File: src/rtl/ember_fetch_queue.sv
// Instruction-fetch front end: streams words from the PC, assembles instruction
// plus optional 64-bit immediate, and buffers whole bundles for the decoder.
module ember_fetch_queue #(
   parameter int                ADDR_W   = 32,
   parameter int                QDEPTH   = 4,
   parameter logic [ADDR_W-1:0] RESET_PC = '0
) (
   input  logic                         clk,
   input  logic                         reset,
   output logic                         imem_rd_en,
   output logic [ADDR_W-1:0]            imem_addr,
   input  logic [31:0]                  imem_rd_data,
   input  logic                         redirect_en,
   input  logic [ADDR_W-1:0]            redirect_pc,
   output logic                         out_valid,
   input  logic                         out_ready,
   output logic [31:0]                  out_inst,
   output logic [63:0]                  out_imm,
   output logic                         out_imm_en,
   output logic [ADDR_W-1:0]            out_pc,
   output logic [$clog2(QDEPTH+1)-1:0]  out_count
);

   localparam int CW = $clog2(QDEPTH + 1);
   localparam int PW = $clog2(QDEPTH);

   typedef enum logic [1:0] {S_INST, S_IMM_LO, S_IMM_HI} asm_state_t;

   asm_state_t        state, state_nxt;
   logic [ADDR_W-1:0] fetch_pc, rsp_pc, inst_pc_q;
   logic              rsp_pending;
   logic [31:0]       inst_q, imm_lo_q;
   logic              word_vld, push, pop;
   logic [31:0]       push_inst;
   logic [63:0]       push_imm;
   logic              push_imm_en;
   logic [ADDR_W-1:0] push_pc;
   logic [CW-1:0]     count;
   logic [PW-1:0]     head, tail;
   logic              unused_pc_bits;

   logic [31:0]       q_inst   [QDEPTH];
   logic [63:0]       q_imm    [QDEPTH];
   logic              q_imm_en [QDEPTH];
   logic [ADDR_W-1:0] q_pc     [QDEPTH];

   // Words already in flight count against free space; a same-cycle pop does not.
   assign imem_rd_en = reset && !redirect_en &&
                       (({1'b0, count} + (CW+1)'(rsp_pending)) < (CW+1)'(QDEPTH));
   assign imem_addr  = fetch_pc;
   assign word_vld   = rsp_pending && !redirect_en;
   assign out_valid  = (count != '0);
   assign pop        = out_valid && out_ready && !redirect_en;
   assign out_count  = count;
   assign out_inst   = q_inst[head];
   assign out_imm    = q_imm[head];
   assign out_imm_en = q_imm_en[head];
   assign out_pc     = q_pc[head];
   assign unused_pc_bits = ^redirect_pc[1:0];

   function automatic logic [PW-1:0] ptr_inc(input logic [PW-1:0] p);
      return (p == PW'(QDEPTH - 1)) ? '0 : p + 1'b1;
   endfunction

   // NOTE: state registers use non-blocking assignments so every flop samples pre-edge values.
   always_ff @(posedge clk or negedge reset) begin
      if (!reset) begin
         fetch_pc    <= {RESET_PC[ADDR_W-1:2], 2'b00};
         rsp_pc      <= '0;
         rsp_pending <= 1'b0;
      end else if (redirect_en) begin
         fetch_pc    <= {redirect_pc[ADDR_W-1:2], 2'b00};
         rsp_pending <= 1'b0;
      end else begin
         rsp_pending <= imem_rd_en;
         if (imem_rd_en) begin
            rsp_pc   <= fetch_pc;
            fetch_pc <= fetch_pc + ADDR_W'(4);
         end
      end
   end

   always_ff @(posedge clk or negedge reset) begin
      if (!reset) begin
         state     <= S_INST;
         inst_q    <= '0;
         inst_pc_q <= '0;
         imm_lo_q  <= '0;
      end else begin
         state <= state_nxt;
         if (word_vld && state == S_INST) begin
            inst_q    <= imem_rd_data;
            inst_pc_q <= rsp_pc;
         end
         if (word_vld && state == S_IMM_LO) imm_lo_q <= imem_rd_data;
      end
   end

   // NOTE: every output of this block gets a default first, so no path leaves a latch.
   always_comb begin
      state_nxt   = state;
      push        = 1'b0;
      push_inst   = inst_q;
      push_pc     = inst_pc_q;
      push_imm    = '0;
      push_imm_en = 1'b0;
      if (word_vld) begin
         case (state)
            S_INST: begin
               if (imem_rd_data[3]) begin
                  state_nxt = S_IMM_LO;
               end else begin
                  push      = 1'b1;
                  push_inst = imem_rd_data;
                  push_pc   = rsp_pc;
               end
            end
            S_IMM_LO: state_nxt = S_IMM_HI;
            S_IMM_HI: begin
               push        = 1'b1;
               push_imm    = {imem_rd_data, imm_lo_q};
               push_imm_en = 1'b1;
               state_nxt   = S_INST;
            end
            default: state_nxt = S_INST;
         endcase
      end
      if (redirect_en) state_nxt = S_INST;
   end

   // NOTE: queue storage is reset because the head entry must read as zero out of reset.
   always_ff @(posedge clk or negedge reset) begin
      if (!reset) begin
         count <= '0;
         head  <= '0;
         tail  <= '0;
         for (int i = 0; i < QDEPTH; i++) begin
            q_inst[i]   <= '0;
            q_imm[i]    <= '0;
            q_imm_en[i] <= 1'b0;
            q_pc[i]     <= '0;
         end
      end else if (redirect_en) begin
         count <= '0;
         head  <= '0;
         tail  <= '0;
      end else begin
         if (push) begin
            q_inst[tail]   <= push_inst;
            q_imm[tail]    <= push_imm;
            q_imm_en[tail] <= push_imm_en;
            q_pc[tail]     <= push_pc;
            tail           <= ptr_inc(tail);
         end
         if (pop) head <= ptr_inc(head);
         if (push && !pop)      count <= count + 1'b1;
         else if (!push && pop) count <= count - 1'b1;
      end
   end

endmodule

File: config.mk
export PLATFORM = sky130hd
export DESIGN_NAME = ember_fetch_queue
export DESIGN_NICKNAME = d
export VERILOG_FILES = /design/src/rtl/ember_fetch_queue.sv
export SDC_FILE = /design/constraint.sdc
export NUM_CORES = 1
export LEC_CHECK = 0
export ABC_CLOCK_PERIOD_IN_PS = 5800
export BUFFER_PORTS_ARGS = -buffer_cell sky130_fd_sc_hd__buf_2
export CORE_ASPECT_RATIO = 0.9
export CORE_MARGIN = 8
export CORE_UTILIZATION = 49
export CTS_CLUSTER_DIAMETER = 30
export DETAILED_ROUTE_END_ITERATION = 10
export PLACE_DENSITY = 0.76
export SLEW_MARGIN = 30
export SYNTH_ARGS = -nofsm -noshare
export SYNTH_HDL_FRONTEND = slang
export SYNTH_SLANG_ARGS = --single-unit
File: constraint.sdc
create_clock -name clk -period 5.8 [get_ports clk]
set_input_delay 0.58 -clock clk [delete_from_list [all_inputs] [get_ports clk]]
set_output_delay 0.58 -clock clk [all_outputs]
set_load 0.005 [all_outputs]
[Word level (Yosys, flattened, before mapping)]
Cells that the tools add are included.
Operators by class
  add/subtract/negate cells: 6
  order comparisons: 4
  eq/ne operators: 5
  multiplexer cells: 51
  bitwise gates (word level): 3
  reduce and logical (&&, ||, !) cells: 23
Operator list (count)
  2-to-1 mux 32 bit: 13
  2-to-1 mux 64 bit: 5
  bitwise mux 128 bit: 2
  bitwise mux 256 bit: 1
  binary-select mux 32 bit (select 2 bit): 2
  binary-select mux 64 bit (select 2 bit): 1
  demux 64 bit (select 2 bit): 1
  demux 32 bit (select 2 bit): 1
  adder 32 x 3 -> 32 bit, second input constant: 1
  2-to-1 mux 2 bit: 9
  logical AND 1 bit: 10
  2-to-1 mux 3 bit: 3
  2-to-1 mux 1 bit: 8
  nonzero test 2 bit: 4
  equality test 2 bit, second input constant: 3
  greater-or-equal comparator 3 bit, second input constant: 2
  NOT 2 -> 3 bit: 2
  AND reduction 2 bit: 3
  nonzero test 3 bit: 2
  adder 2 x 1 -> 2 bit, second input constant: 2
  adder 3 x 1 -> 4 bit: 1
  bitwise mux 4 bit: 1
  less-than comparator 4 x 3 -> 1 bit, second input constant: 1
  case mux 2 bit (2 select lines): 1
  11 further kinds: 13
Word-level totals
  register bits after elaboration: 686

[Longest topological paths before layout]
  depth in word-level cells: 8
  gate-level depth with buffers: 10

[Worst setup path before layout]
Ideal clock, no wire load.
  path kind: input port to output port
  from: in redirect_en
  to: out imem_rd_en
  data arrival time: 1.606 ns
  data required time: 5.220 ns
  setup slack: 3.614 ns
  stages on the path: 6
  path buffers: 3
  cells stage by stage: buf_6 -> nor2_1 -> nand3_1 -> inv_1 -> buf_2 -> buf_1
Between the ends
  cells in the longest elaborated chain, start to end: 3
RTL lines
  from (decl): line 13  | input logic redirect_en,
  logical NOT 1 bit: line 48  | assign imem_rd_en = reset && !redirect_en &&
  logical AND 1 bit (2 in a row): line 48
  to (decl): line 10  | output logic imem_rd_en,
No other way between the ends.

[Worst setup path in the final report]
  from: reg head[1]
  to: out out_imm_en
Between the ends
  cells in the longest elaborated chain, start to end: 4
RTL lines
  from (decl): line 39  | logic [PW-1:0] head, tail;
  from (signal assigned): line 155  | if (pop) head <= ptr_inc(head);
  NOT 2 -> 3 bit (implied by the code): line 57  | assign out_imm_en = q_imm_en[head];
  binary-select mux 1 bit (select 2 bit): line 57
  2-to-1 mux 1 bit (implied by the code) (2 in a row): line 57
  to (decl): line 19  | output logic out_imm_en,
No other way between the ends. The select of a mux whose other input is x is not followed.

==> reports/qor.csv <==
stage;metric;value;unit
floorplan;Ports;234;
layout;Area Growth Syn to Fin;20.7;%
hold_path;hold path depth;3;
routing;vias per cell;6.31;
power_and_ir_drop;Cell Pwr Density;454;nW/um^2
floorplan;Die X;273;um
global_route;first-pass GRT wire length;126000;um
floorplan;Die ar.;67600;sq um
clock_tree;Clk Latency, worst-skew pair;0.66;ns
power_and_ir_drop;Leakage;15.9;nW
sta;Relative slew margins;31.3;%
routing;1st-iter DRT viols;2120;
synthesis;yosys warns;0;
clock_tree;Hold-fix buffers, CTS;1;
clock_tree;H-tree depth;3;
routing;DRC viols;0;
layout;Nets;2485;
routing;mean routed wirelength per cell;24.5;um
power_and_ir_drop;overall power;16.0;mW
floorplan;Rows;85;
global_route;vias in the first global route;22300;
clock_tree;root buffer cell;clkbuf_16;
critical_path;Worst Setup EP;out_imm_en;
synthesis;Synth area leaders;dfrtp_1 (58%), mux4_2 (9.8%), a32o_1 (8.8%);
sta;# setup viols final;0;
floorplan;Starting Density;49.1;%
critical_path;Worst setup SP type;flip-flop;
global_route;pin count of the biggest net entering global routing;258;
synthesis;top-area cell type share of the netlist area;57.7;%
critical_path;critical path arrival;2.67;ns
synthesis;Synth Register Bits;672;
global_route;GRT Total Usage;23.7;%
sta;crit share post-route;56.0;%
job;Max-Cap Viols;0;
synthesis;most frequent cell after synthesis;dfrtp_1;
clock_tree;CTS Buf Count;115;
synthesis;average size of a mapped cell;13.1;sq um
global_route;grt ovf;0;
synthesis;Post-synth top cells;dfrtp_1 (672), nand2_1 (372), o21ai_0 (261);
run_status;status;finished, final reports clean;
sta;skew final;0.0489;ns
synthesis;Mapped Area;29200;sq um
global_route;initial antenna violation count;6;
clock_tree;clock sink count;672;
synthesis;top_reg_cell synth;dfrtp_1;
critical_path;worst r2r dst;q_inst[68]$_DFFE_PN0P_;
clock_tree;post_cts resized;0;
sta;RSZ-0062 raised after global routing;false;
clock_tree;Clk pin slew, worst setup/hold paths;0.04;ns
routing;Routed Antenna Nets;0;
synthesis;number of synthesized flops with an enable pin;0;
critical_path;WP data required;5.22;ns
synthesis;synth unique cells;60;
clock_tree;Post-CTS Setup Bufs;0;
sta;worst slew pin tran;1.03;ns
routing;final wirelength;80500;um
critical_path;Crit Path Max Fanout;63;
hold_path;HP Class;input pin to flip-flop;
sta;final hold vios;0;
synthesis;Gate Count Post-Synth;2232;
layout;# fillers;4461;
critical_path;CP Launch Point;head[1]$_DFFE_PN0P_;
floorplan;die outline height;247;um
critical_path;Worst Setup End Kind;output port;
layout;share of cells above drive strength 1;29.7;%
floorplan;Core Area;59300;sq um
clock_tree;CTS tree;done;
synthesis;largest area contributor in the netlist;dfrtp_1;
critical_path;R2R Path Start;tail[1]$_DFFE_PN0P_;
synthesis;sequential area share after synthesis;57.7;%
placed_design;Post-DP HPWL;45700;um
critical_path;Setup CP Type;flip-flop to output port;
critical_path;internal reg-to-reg setup slack;2.56;ns
clock_tree;clk buf depth;3;
placed_design;PortBufs;227;
power_and_ir_drop;Max IR drop VDD;236;uV
sta;max frequency;308;MHz
routing;Vias;20800;
sta;Final Max Slew Viols;0;
placed_design;RD Place Congestion;0.821;
synthesis;async set or reset register ratio after synthesis;100;%
critical_path;R2R depth;9;
sta;TNS Setup;0;ns
routing;First-pass DRT Iterations;6;
sta;crit path time final;3.25;ns
[flip-flops by register name, indices dropped and copies added, names as in the netlist]
name         cells
head             2
rsp_pc          30
tail             2
state            2
rsp_pending      1
inst_q          32
q_pc           120
inst_pc_q       30
q_imm          256
q_inst         128
imm_lo_q        32
imem_addr       30
out_count        3
q_imm_en         4
[worst min-delay path by stage]
stage | to | from | slack (ns)
final | imem_addr[29]$_DFFE_PN0N_ | redirect_pc[29] | 0.13
after global routing | imem_addr[29]$_DFFE_PN0N_ | redirect_pc[29] | 0.11
after CTS | imem_addr[29]$_DFFE_PN0N_ | redirect_pc[29] | 0.09
after global placement | q_inst[111]$_DFFE_PN0P_ | q_inst[111]$_DFFE_PN0P_ | 0.46
after detailed placement | q_pc[37]$_DFFE_PN0P_ | q_pc[37]$_DFFE_PN0P_ | 0.47
after floorplan | head[0]$_DFFE_PN0P_ | reset | 0.28
[metrics by stage]
| step | cells | utilization (%) | hold slack [ns] | setup slack (ns) | cell area (sq um) |
|---|---|---|---|---|---|
| after floorplan | 2235 | - | 0.284 | 3.61 | 29200 |
| after global placement | 3066 | 51.8 | 0.456 | 2.37 | 30700 |
| after detailed placement | 3070 | 52.0 | 0.465 | 2.37 | 30800 |
| after CTS | 3285 | 59.1 | 0.0939 | 2.49 | 35000 |
| after global routing | 3290 | 59.3 | 0.113 | 2.39 | 35200 |
| final | 3293 | 59.3 | 0.132 | 2.55 | 35200 |
[placed cells by master (no fill, tap or decap), drive strengths merged, types with 3 or more instances in the layout]
cell / n
o21ai: 269
bufinv: 21
ha: 6
nor2: 22
clkbuf: 137
o211ai: 7
nor3b: 4
mux4: 127
mux2: 96
dfrtp: 672
conb: 4
xnor2: 5
and3: 6
a31o: 3
a21oi: 14
nor3: 8
inv: 24
o31ai: 3
nor4: 4
buf: 263
clkinvlp: 11
nand3: 22
nand2: 374
clkinv: 35
o311ai: 8
diode: 3
a221o: 5
a32o: 256
or4: 4
mux2i: 64
nand4: 9
[layer usage]
layer / wire, um / global-route usage (%)
met1: 31100 / 29.6
met2: 40700 / 39.9
met3: 6150 / 5.70
met4: 2530 / 9.11
met5: 21 / 0
[power by group]
part / switching (mW) / internal [mW] / total, mW
sequential: 0.600 / 5.40 / 6.00
combinational: 1.49 / 1.31 / 2.80
clock: 2.42 / 4.77 / 7.19
[worst max-delay path: stages, from the launching register on]
cell and delay (ns):
dfrtp_4 0.69, buf_12 0.26, buf_12 0.41, mux4_2 0.45
buf_2 0.16
[area by class of cell]
type | count | area, sq um | share of cell area, %
Multi-Input combinational cell | 1343 | 11400 | 32.5
Timing Repair Buffer | 264 | 1700 | 4.82
Antenna cell | 3 | 7.51 | 0.0213
Clock inverter | 77 | 1100 | 3.12
Inverter | 14 | 52.6 | 0.149
Clock buffer | 137 | 3100 | 8.82
Sequential cell | 672 | 16800 | 47.8
Tap cell | 783 | 980 | 2.78
[cells by family after synthesis]
| logic type | share of synthesized area [%] |
|---|---|
| AOI/OAI and AO/OA | 14.8 |
| xor gates and xnor gates | 0.180 |
| adders and majority gates | 0.326 |
| buffers and inverters | 3.43 |
| DFF | 57.7 |
| muxes | 17.0 |
| other | 0.0129 |
| and+or+nand+nor | 6.61 |
Power figures use the tool's default switching activity.
